--- src/rtl/mips_pkg.sv ---
// Shared encodings for the multicycle MIPS control path: opcodes, ALU/mux codes, FSM states, control word.
// MC_BNE_EN adds the BNEEX state encoding.
package mips_pkg;

  localparam logic [5:0] OP_RTYPE = 6'b000000;
  localparam logic [5:0] OP_LW    = 6'b100011;
  localparam logic [5:0] OP_SW    = 6'b101011;
  localparam logic [5:0] OP_BEQ   = 6'b000100;
  localparam logic [5:0] OP_BNE   = 6'b000101;
  localparam logic [5:0] OP_ADDI  = 6'b001000;
  localparam logic [5:0] OP_J     = 6'b000010;

  localparam logic [1:0] ALUOP_ADD   = 2'b00;
  localparam logic [1:0] ALUOP_SUB   = 2'b01;
  localparam logic [1:0] ALUOP_FUNCT = 2'b11;

  localparam logic [1:0] PCSRC_ALU    = 2'b00;
  localparam logic [1:0] PCSRC_ALUOUT = 2'b01;
  localparam logic [1:0] PCSRC_JUMP   = 2'b10;

  localparam logic [1:0] SRCB_B     = 2'b00;
  localparam logic [1:0] SRCB_FOUR  = 2'b01;
  localparam logic [1:0] SRCB_IMM   = 2'b10;
  localparam logic [1:0] SRCB_IMMSH = 2'b11;

  typedef enum logic [3:0] {
    S_FETCH   = 4'd0,
    S_DECODE  = 4'd1,
    S_MEMADR  = 4'd2,
    S_MEMRD   = 4'd3,
    S_MEMWB   = 4'd4,
    S_MEMWR   = 4'd5,
    S_RTYPEEX = 4'd6,
    S_RTYPEWB = 4'd7,
    S_BEQEX   = 4'd8,
    S_ADDIEX  = 4'd9,
    S_ADDIWB  = 4'd10,
    S_JEX     = 4'd11
`ifdef MC_BNE_EN
    , S_BNEEX = 4'd12
`endif
  } state_e;

  typedef struct packed {
    logic       memtoreg;
    logic       regdst;
    logic       iord;
    logic [1:0] pcsrc;
    logic       alusrca;
    logic [1:0] alusrcb;
    logic [1:0] aluop;
    logic       irwrite;
    logic       memwrite;
    logic       regwrite;
    logic       pcwrite;
    logic       branch;
  } ctrl_t;

endpackage

--- src/rtl/mc_outdec.sv ---
// State-to-control-word decoder for mc_mainfsm, with write enables forced low while reset_n is low.
// MC_BNE_EN makes BNEEX decode like BEQEX.
module mc_outdec
  import mips_pkg::*;
#(
  parameter int STATE_W = 4
) (
  input  logic [STATE_W-1:0] state,
  input  logic               reset_n,
  input  logic               mem_ready,
  output ctrl_t              ctrl
);

  ctrl_t ctrl_raw;

  always_comb begin
    ctrl_raw = '0;
    case (state)
      S_FETCH: begin
        ctrl_raw.alusrcb = SRCB_FOUR;
        ctrl_raw.aluop   = ALUOP_ADD;
        ctrl_raw.pcsrc   = PCSRC_ALU;
        ctrl_raw.irwrite = mem_ready;
        ctrl_raw.pcwrite = mem_ready;
      end
      S_DECODE: begin
        ctrl_raw.alusrcb = SRCB_IMMSH;
        ctrl_raw.aluop   = ALUOP_ADD;
      end
      S_MEMADR, S_ADDIEX: begin
        ctrl_raw.alusrca = 1'b1;
        ctrl_raw.alusrcb = SRCB_IMM;
        ctrl_raw.aluop   = ALUOP_ADD;
      end
      S_MEMRD: ctrl_raw.iord = 1'b1;
      S_MEMWB: begin
        ctrl_raw.regwrite = 1'b1;
        ctrl_raw.memtoreg = 1'b1;
      end
      S_MEMWR: begin
        ctrl_raw.iord     = 1'b1;
        ctrl_raw.memwrite = 1'b1;
      end
      S_RTYPEEX: begin
        ctrl_raw.alusrca = 1'b1;
        ctrl_raw.alusrcb = SRCB_B;
        ctrl_raw.aluop   = ALUOP_FUNCT;
      end
      S_RTYPEWB: begin
        ctrl_raw.regwrite = 1'b1;
        ctrl_raw.regdst   = 1'b1;
      end
      S_ADDIWB: ctrl_raw.regwrite = 1'b1;
`ifdef MC_BNE_EN
      S_BEQEX, S_BNEEX: begin
`else
      S_BEQEX: begin
`endif
        ctrl_raw.alusrca = 1'b1;
        ctrl_raw.alusrcb = SRCB_B;
        ctrl_raw.aluop   = ALUOP_SUB;
        ctrl_raw.pcsrc   = PCSRC_ALUOUT;
        ctrl_raw.branch  = 1'b1;
      end
      S_JEX: begin
        ctrl_raw.pcsrc   = PCSRC_JUMP;
        ctrl_raw.pcwrite = 1'b1;
      end
      default: ctrl_raw = '0;
    endcase

    ctrl = ctrl_raw;
    // Async reset already parks the state in FETCH; this also kills the mem_ready-driven strobes.
    if (!reset_n) begin
      ctrl.irwrite  = 1'b0;
      ctrl.memwrite = 1'b0;
      ctrl.regwrite = 1'b0;
      ctrl.pcwrite  = 1'b0;
      ctrl.branch   = 1'b0;
    end
  end

endmodule

--- src/rtl/mc_mainfsm.sv ---
// Main control FSM of the multicycle MIPS: next-state logic, state register and PC enable.
// Define MC_BNE_EN to add the bne instruction (BNEEX state).
module mc_mainfsm
  import mips_pkg::*;
#(
  parameter int STATE_W = 4
) (
  input  logic       clk,
  input  logic       reset_n,
  input  logic [5:0] op,
  input  logic       zero,
  input  logic       mem_ready,
  output logic       memtoreg,
  output logic       regdst,
  output logic       iord,
  output logic [1:0] pcsrc,
  output logic       alusrca,
  output logic [1:0] alusrcb,
  output logic [1:0] aluop,
  output logic       irwrite,
  output logic       memwrite,
  output logic       regwrite,
  output logic       pcen,
  output logic       illegal_op
);

  logic [STATE_W-1:0] state_q, state_d;
  logic               illegal_dec;
  ctrl_t              ctrl;

  always_ff @(posedge clk or negedge reset_n) begin
    if (!reset_n) state_q <= S_FETCH;
    else          state_q <= state_d;
  end

  always_comb begin
    state_d     = S_FETCH;
    illegal_dec = 1'b0;
    case (state_q)
      S_FETCH:  state_d = mem_ready ? S_DECODE : S_FETCH;
      S_DECODE: begin
        case (op)
          OP_LW, OP_SW: state_d = S_MEMADR;
          OP_RTYPE:     state_d = S_RTYPEEX;
          OP_BEQ:       state_d = S_BEQEX;
          OP_ADDI:      state_d = S_ADDIEX;
          OP_J:         state_d = S_JEX;
`ifdef MC_BNE_EN
          OP_BNE:       state_d = S_BNEEX;
`endif
          default: begin
            state_d     = S_FETCH;
            illegal_dec = 1'b1;
          end
        endcase
      end
      // op still holds the instruction register, so lw/sw is re-read here.
      S_MEMADR:  state_d = (op == OP_LW) ? S_MEMRD : S_MEMWR;
      S_MEMRD:   state_d = mem_ready ? S_MEMWB : S_MEMRD;
      S_MEMWB:   state_d = S_FETCH;
      S_MEMWR:   state_d = mem_ready ? S_FETCH : S_MEMWR;
      S_RTYPEEX: state_d = S_RTYPEWB;
      S_RTYPEWB: state_d = S_FETCH;
      S_ADDIEX:  state_d = S_ADDIWB;
      S_ADDIWB:  state_d = S_FETCH;
      S_BEQEX:   state_d = S_FETCH;
      S_JEX:     state_d = S_FETCH;
      default:   state_d = S_FETCH;
    endcase
  end

  mc_outdec #(.STATE_W(STATE_W)) u_outdec (
    .state     (state_q),
    .reset_n   (reset_n),
    .mem_ready (mem_ready),
    .ctrl      (ctrl)
  );

  always_comb begin
    pcen = ctrl.pcwrite | (ctrl.branch & zero);
`ifdef MC_BNE_EN
    if (state_q == S_BNEEX) pcen = ctrl.branch & ~zero;
`endif
  end

  assign memtoreg   = ctrl.memtoreg;
  assign regdst     = ctrl.regdst;
  assign iord       = ctrl.iord;
  assign pcsrc      = ctrl.pcsrc;
  assign alusrca    = ctrl.alusrca;
  assign alusrcb    = ctrl.alusrcb;
  assign aluop      = ctrl.aluop;
  assign irwrite    = ctrl.irwrite;
  assign memwrite   = ctrl.memwrite;
  assign regwrite   = ctrl.regwrite;
  assign illegal_op = illegal_dec & reset_n;

endmodule

--- config.mk ---
export PLATFORM = sky130hd
export DESIGN_NAME = mc_mainfsm
export DESIGN_NICKNAME = d
export VERILOG_FILES = /design/src/rtl/mips_pkg.sv /design/src/rtl/mc_outdec.sv /design/src/rtl/mc_mainfsm.sv
export SDC_FILE = /design/constraint.sdc
export NUM_CORES = 1
export LEC_CHECK = 0
export CORE_AREA = 2 2 39 41
export DETAILED_ROUTE_END_ITERATION = 10
export DIE_AREA = 0 0 41 43
export DONT_BUFFER_PORTS = 1
export PLACE_DENSITY = 0.69
export SLEW_MARGIN = 15
export SYNTH_ARGS = -nofsm -noshare
export SYNTH_HDL_FRONTEND = slang
export SYNTH_HIERARCHICAL = 1
export SYNTH_SLANG_ARGS = --single-unit
--- constraint.sdc ---
create_clock -name clk -period 4.8 [get_ports clk]
set_input_delay 1.2 -clock clk [delete_from_list [all_inputs] [get_ports clk]]
set_output_delay 1.2 -clock clk [all_outputs]
set_load 0.01 [all_outputs]
==> results of run 1 <==
layout make-up:
cell class / count / area (um2) / share of cell area
clock buffer: 3 / 22.52 / 0.03782
tap: 16 / 20.02 / 0.03361
inverter: 3 / 11.26 / 0.01891
multi-input combinational: 63 / 441.7 / 0.7416
sequential: 4 / 100.1 / 0.1681
cell usage after synthesis:
master                     n  share of area
sky130_fd_sc_hd__nor2_1    6          0.039
sky130_fd_sc_hd__nor3_1    5          0.043
sky130_fd_sc_hd__buf_2     4          0.034
sky130_fd_sc_hd__dfrtp_1   4           0.17
sky130_fd_sc_hd__o21ai_0   4          0.034
sky130_fd_sc_hd__inv_1     3          0.019
sky130_fd_sc_hd__nand2_1   3          0.019
sky130_fd_sc_hd__nor3b_1   3          0.039
sky130_fd_sc_hd__nor4_1    3          0.032
sky130_fd_sc_hd__nor4b_1   3          0.045
sky130_fd_sc_hd__o211ai_1  3          0.039
sky130_fd_sc_hd__a21boi_0  2          0.026
sky130_fd_sc_hd__a21oi_1   2          0.017
sky130_fd_sc_hd__and4_1    2          0.030
sky130_fd_sc_hd__and4b_1   2          0.034
sky130_fd_sc_hd__nand2b_1  2          0.021
sky130_fd_sc_hd__nand3_1   2          0.017
sky130_fd_sc_hd__nand4_1   2          0.021
sky130_fd_sc_hd__nor4bb_1  2          0.034
sky130_fd_sc_hd__o31a_1    2          0.030
sky130_fd_sc_hd__xor2_1    2          0.030
sky130_fd_sc_hd__a211oi_2  1          0.021
sky130_fd_sc_hd__a21o_1    1          0.013
sky130_fd_sc_hd__a221oi_1  1          0.015
sky130_fd_sc_hd__a311o_1   1          0.017
sky130_fd_sc_hd__and2b_1   1          0.013
sky130_fd_sc_hd__and3_1    1          0.011
sky130_fd_sc_hd__and3b_1   1          0.015
sky130_fd_sc_hd__buf_6     1          0.019
sky130_fd_sc_hd__nand3b_1  1          0.013
sky130_fd_sc_hd__nor4b_2   1          0.026
sky130_fd_sc_hd__or3b_1    1          0.015
sky130_fd_sc_hd__or3b_2    1          0.015
sky130_fd_sc_hd__or4b_1    1          0.017
sky130_fd_sc_hd__xnor2_1   1          0.015
power breakdown:
group | internal, mW | total [mW] | switching [mW]
clock | 0.0278 | 0.0391 | 0.0113
sequential | 0.0373 | 0.0572 | 0.0198
combinational | 0.0238 | 0.0470 | 0.0232
per-layer routing:
| layer | track usage | wire length [um] | vias up |
|---|---|---|---|
| met1 | 0.2215 | 581 | 245 |
| met5 | 0 | 0 | - |
| met3 | 0.04712 | 108 | 0 |
| met2 | 0.2219 | 548 | 18 |
| li1 | - | - | 290 |
| met4 | 0.02000 | 0 | 0 |
how the worst max path moves through the flow:
stage / from / slack (ns) / cells after the start / endpoint
after floorplan: mem_ready / 1.61 / 3 / pcen
after global placement: mem_ready / 1.60 / 3 / pcen
after detailed placement: mem_ready / 1.59 / 3 / pcen
after CTS: mem_ready / 1.58 / 3 / pcen
after global routing: mem_ready / 1.53 / 3 / pcen
final: mem_ready / 1.58 / 3 / pcen
through the flow:
| stage | utilization | std cells | worst slack [ns] |
|---|---|---|---|
| after floorplan | - | 75 | 1.613 |
| after global placement | 0.4141 | 86 | 1.596 |
| after detailed placement | 0.4141 | 86 | 1.591 |
| after CTS | 0.4304 | 89 | 1.582 |
| after global routing | 0.4304 | 89 | 1.529 |
| final | 0.4304 | 89 | 1.581 |
logic make-up after synthesis:
logic type,Yosys count
XOR/XNOR,3
flip-flops,4
buffers and inverters,8
AO/OA/AOI/OAI,17
AND/OR/NAND/NOR,43
worst max-delay path, stage by stage:
cell and delay (ns):
sky130_fd_sc_hd__or4b_1 0.44, sky130_fd_sc_hd__a211oi_2 0.23, sky130_fd_sc_hd__a21o_1 0.15
==> run metrics, run 1 <==
area of the mapped netlist=just under 600 um2; Tightest Pin Transition=0.6578 ns; classification of the worst-slack hold path=input port to async pin; registers with the highest flip-flop counts=state_q: 4 flops; leakage power=0.2097 nW; Routability Congestion=0.7916; initial antenna violation count=0; count of maximum capacitance violations=0; post-route antenna net violation count=0; Final Power=0.1433 mW; number of iterations in the first detailed-routing pass=4; synthesized-area fraction occupied by and/or/nand/nor cells=0.4989; first-pass GRT wire length=1938 um; Post-DP Area=573.1 um2; area added between synthesis and finish=1.927%; Max Clk Rate=a little over 0.3 GHz; Tmin final=~3.2 ns; CTS H-tree lvls=1; Routed wire per std cell=13.90 um; total of cells resized after clock tree synthesis=0; master cell of the clock root buffer=sky130_fd_sc_hd__clkbuf_4; most common cell after layout, fill and taps aside=sky130_fd_sc_hd__nor2_1; Worst R2R Path Depth=3; first-iteration detailed-routing DRC count=9; adder and majority cell fraction of the synthesized area=0; capturing element type of the critical path=output pin; Synth Area in XOR/XNOR=0.04497; initial core utilization=0.4222; final hold viol count=0; Clock Skews=0.001054 ns; number of buffers created by CTS=3; nets=85; final antenna diode count=0; sequential area share after synthesis=0.1713; worst slew slack as a fraction of its limit=0.5553; number of nets produced by synthesis=85; number of cells produced by synthesis=75; vias per std cell=6.213; via total after detailed routing=553; critical path class=input port to output pin; run status=complete, no violations; number of distinct library cell variants in the gate-level netlist after synthesis=35; largest net degree at the start of global routing=25; Post-CTS Hold Fix Bufs=0; die height=43 um; worst voltage drop across the vdd grid=0.1403 mV; CTS tree=built; Die Width=41 um; share of the clock period used by the worst path after layout=0.6706; Critical Path AT=2.02 ns; dominant combinational cell family by area after synthesis=simple AND/OR/NAND/NOR gates; fraction of final layout cells with drive strength greater than 1=0.08219; leading cell types in the layout, fill and taps excluded=sky130_fd_sc_hd__nor2_1, sky130_fd_sc_hd__nor3_1, sky130_fd_sc_hd__o21ai_0, sky130_fd_sc_hd__dfrtp_1; power per cell area=240.6 nW/um2; Data required, critical path=3.60 ns; overall die area=1763 um2; final-report setup violation count=0; clock-pin slew on the worst setup and hold paths=0.03 ns; DRC Markers=0; gr usage total=0.1522; summed area of non-filler cells in the final layout=roughly 600 um2; count of clock tree sinks=4; number of flip-flops under the largest register name=4; GRT overflow=0; final sum of negative setup slack=0 ns; synthesis warning total=6; Clk Latency, worst-skew pair=between 0.2 and 0.25 ns; endpoint of the worst-slack reg-to-reg timing path=state_q[2]; placed wire-length estimate=887 um; element type at the critical path start=input port; number of global-route vias before repair=466; top-level I/O count=25; Max clock buf depth=2; register ranked first by flip-flop count=state_q; mean instance size in the synthesized netlist=between 7 and 8 um2; Max Fanout on Critical Path=7; floorplan core area=1384 um2; share of the synthesized area in compound gates (AO/OA/AOI/OAI)=0.2120; number of buffers added for setup after CTS=0; worst hold margin=0.6698 ns; reg2reg setup slack=between 3 and 4 ns; final slew viol count=0; routed wire length=1237 um; setup repair after global routing missed its margin=false; mux share of post-synthesis cell area=0; worst reg2reg startpoint=state_q[1]; flop and latch count out of synthesis=4; Filler cells=154; row count=14; buffers added on ports=0
(Power assumes the default switching activity.)
==> run 2: changes to the inputs <==
--- a/config.mk
+++ b/config.mk
@@ -9,7 +9,7 @@
 export DETAILED_ROUTE_END_ITERATION = 10
 export DIE_AREA = 0 0 41 43
 export DONT_BUFFER_PORTS = 1
-export PLACE_DENSITY = 0.69
+export PLACE_DENSITY = 0.72
 export SLEW_MARGIN = 15
 export SYNTH_ARGS = -nofsm -noshare
 export SYNTH_HDL_FRONTEND = slang
==> constraint.sdc (replaced) <==
create_clock -name clk -period 2.9 [get_ports clk]
set_input_delay 0.725 -clock clk [delete_from_list [all_inputs] [get_ports clk]]
set_output_delay 0.725 -clock clk [all_outputs]
set_load 0.01 [all_outputs]
==> run 2 against run 1 <==
Net effect: die area stayed put; clock skew is 0.0047 ns higher; cell count rose by 2.2%.
==> run metrics, run 2 (synthesized netlist as in run 1, its figures left out) <==
top-level I/O count=25 (unchanged); Clk Latency, worst-skew pair=0.23 ns (about the same); first-pass GRT wire length=1814 um (-6.4%); number of iterations in the first detailed-routing pass=3 (-1); number of buffers created by CTS=3 (unchanged); area added between synthesis and finish=4.497%; Max clock buf depth=2 (unchanged); fraction of final layout cells with drive strength greater than 1=0.1067 (+0.02447); routed wire length=1334 um (+7.8%); Critical Path AT=1.85 ns (-0.17 ns); vias per std cell=6.407 (+3.1%); registers with the highest flip-flop counts=state_q: 4 flops; register ranked first by flip-flop count=state_q; Die Width=41 um (unchanged); reg2reg setup slack=1.28 ns (-1.88 ns); element type at the critical path start=flip-flop; post-route antenna net violation count=0 (unchanged); initial antenna violation count=0 (unchanged); master cell of the clock root buffer=sky130_fd_sc_hd__clkbuf_4; Filler cells=152 (-1.3%); share of the clock period used by the worst path after layout=0.8874; via total after detailed routing=583 (+5.4%); CTS tree=built; buffers added on ports=0 (unchanged); Routed wire per std cell=14.66 um (+5.5%); clock network fraction of total power=0.281 (+0.008); CTS H-tree lvls=1 (unchanged); capturing element type of the critical path=output pin; Post-CTS Hold Fix Bufs=0 (unchanged); leading cell types in the layout, fill and taps excluded=sky130_fd_sc_hd__nor2_1, sky130_fd_sc_hd__nor3_1, sky130_fd_sc_hd__o21ai_0, sky130_fd_sc_hd__dfrtp_1; power per cell area=401.1 nW/um2 (+67%); most common cell after layout, fill and taps aside=sky130_fd_sc_hd__nor2_1; clock-pin slew on the worst setup and hold paths=0.04 ns (about the same); initial core utilization=0.4222 (unchanged); run status=complete, no violations; gr usage total=0.1525 (+0.0003075); worst voltage drop across the vdd grid=0.3002 mV (+110%); worst hold margin=0.1838 ns (-0.4860 ns); classification of the worst-slack hold path=input port to async pin; Data required, critical path=2.17 ns (-1.43 ns); Max Fanout on Critical Path=24 (+17); Clock Skews=0.005763 ns (+0.004709 ns); DRC Markers=0 (unchanged); die height=43 um (unchanged); Tightest Pin Transition=0.6284 ns (-0.02931 ns); overall die area=1763 um2 (unchanged); worst slew slack as a fraction of its limit=0.5810 (+0.02572); Tmin final=2.573 ns; Routability Congestion=0.7431 (-6.1%); number of global-route vias before repair=445 (-4.5%); first-iteration detailed-routing DRC count=9 (unchanged); largest net degree at the start of global routing=25 (unchanged); internal power consumption=0.1496 mW (+68%); final-report setup violation count=0 (unchanged); power share of the sequential group=0.378 (-0.021); count of maximum capacitance violations=0 (unchanged); final hold viol count=0 (unchanged); number of buffers added for setup after CTS=0 (unchanged); Max Clk Rate=0.3886 GHz; floorplan core area=1384 um2 (unchanged); total of cells resized after clock tree synthesis=0 (unchanged); final sum of negative setup slack=0 ns (unchanged); final antenna diode count=0 (unchanged); row count=14 (unchanged); GRT overflow=0 (unchanged); setup repair after global routing missed its margin=false; combinational fraction of design power=0.342 (+0.014); nets=87 (+2.4%); switching fraction of total power=0.3890 (+0.009570); count of clock tree sinks=4 (unchanged); switching pwr=0.09527 mW (+75%); leakage power=0.2205 nW (+5.2%); number of flip-flops under the largest register name=4 (unchanged); critical path class=flip-flop to output pin; final slew viol count=0 (unchanged); placed wire-length estimate=933.5 um (+5.2%)
## run 2: area by class of cell
cell class / count / area [um2] / share of cell area
Clock buffer: 3 / 22.52 / 0.03689
Inverter: 3 / 11.26 / 0.01844
Multi-Input combinational cell: 63 / 441.7 / 0.7234
Sequential cell: 4 / 100.1 / 0.1639
Tap cell: 16 / 20.02 / 0.03279
Timing Repair Buffer: 2 / 15.01 / 0.02459
## run 2: through the flow
step | power (mW) | instance area, um2 | util | setup WS (ns) | instances
after floorplan | 0.1638 | 584.3 | - | 0.6626 | 75
after global routing | 0.2675 | 610.6 | 0.4412 | 0.2376 | 91
after global placement | 0.1723 | 588.1 | 0.4250 | 0.6371 | 88
final | 0.2449 | 610.6 | 0.4412 | 0.3267 | 91
after detailed placement | 0.1754 | 588.1 | 0.4250 | 0.6023 | 88
after CTS | 0.2483 | 610.6 | 0.4412 | 0.3369 | 91
## run 2: critical path, stage by stage, from the launching register on
cell and delay [ns]:
sky130_fd_sc_hd__dfrtp_1 0.59, sky130_fd_sc_hd__or4b_1 0.63, sky130_fd_sc_hd__a211oi_2 0.24, sky130_fd_sc_hd__a21o_1 0.15
## run 2: per-layer routing
| metal | global-route usage | part of all wire |
|---|---|---|
| met1 | 0.1967 | 0.45 |
| met2 | 0.2156 | 0.45 |
| met3 | 0.06806 | 0.10 |
| met4 | 0.06000 | 0 |
| met5 | 0 | 0 |
## run 2: final timing paths
path | start | end | cells after the start
min in group clk | op[5] | state_q[0] | 3
hold reg to reg | state_q[3] | state_q[1] | 2
setup reg to reg | state_q[2] | state_q[2] | 3
hold / removal | reset_n | state_q[1] | 0
setup / recovery | state_q[0] | pcen | 3
max in group asynchronous | reset_n | state_q[2] | 0
## run 2: power groups by stage
stage | combinational, mW | clock, mW | sequential [mW]
6_report | 0.0837 | 0.0687 | 0.0925
5_1_grt | 0.0919 | 0.0801 | 0.0956
2_1_floorplan | 0.0894 | 0 | 0.0744
4_1_cts | 0.0837 | 0.0733 | 0.0913
3_5_place_dp | 0.0830 | 0 | 0.0924
3_3_place_gp | 0.0822 | 0 | 0.0901
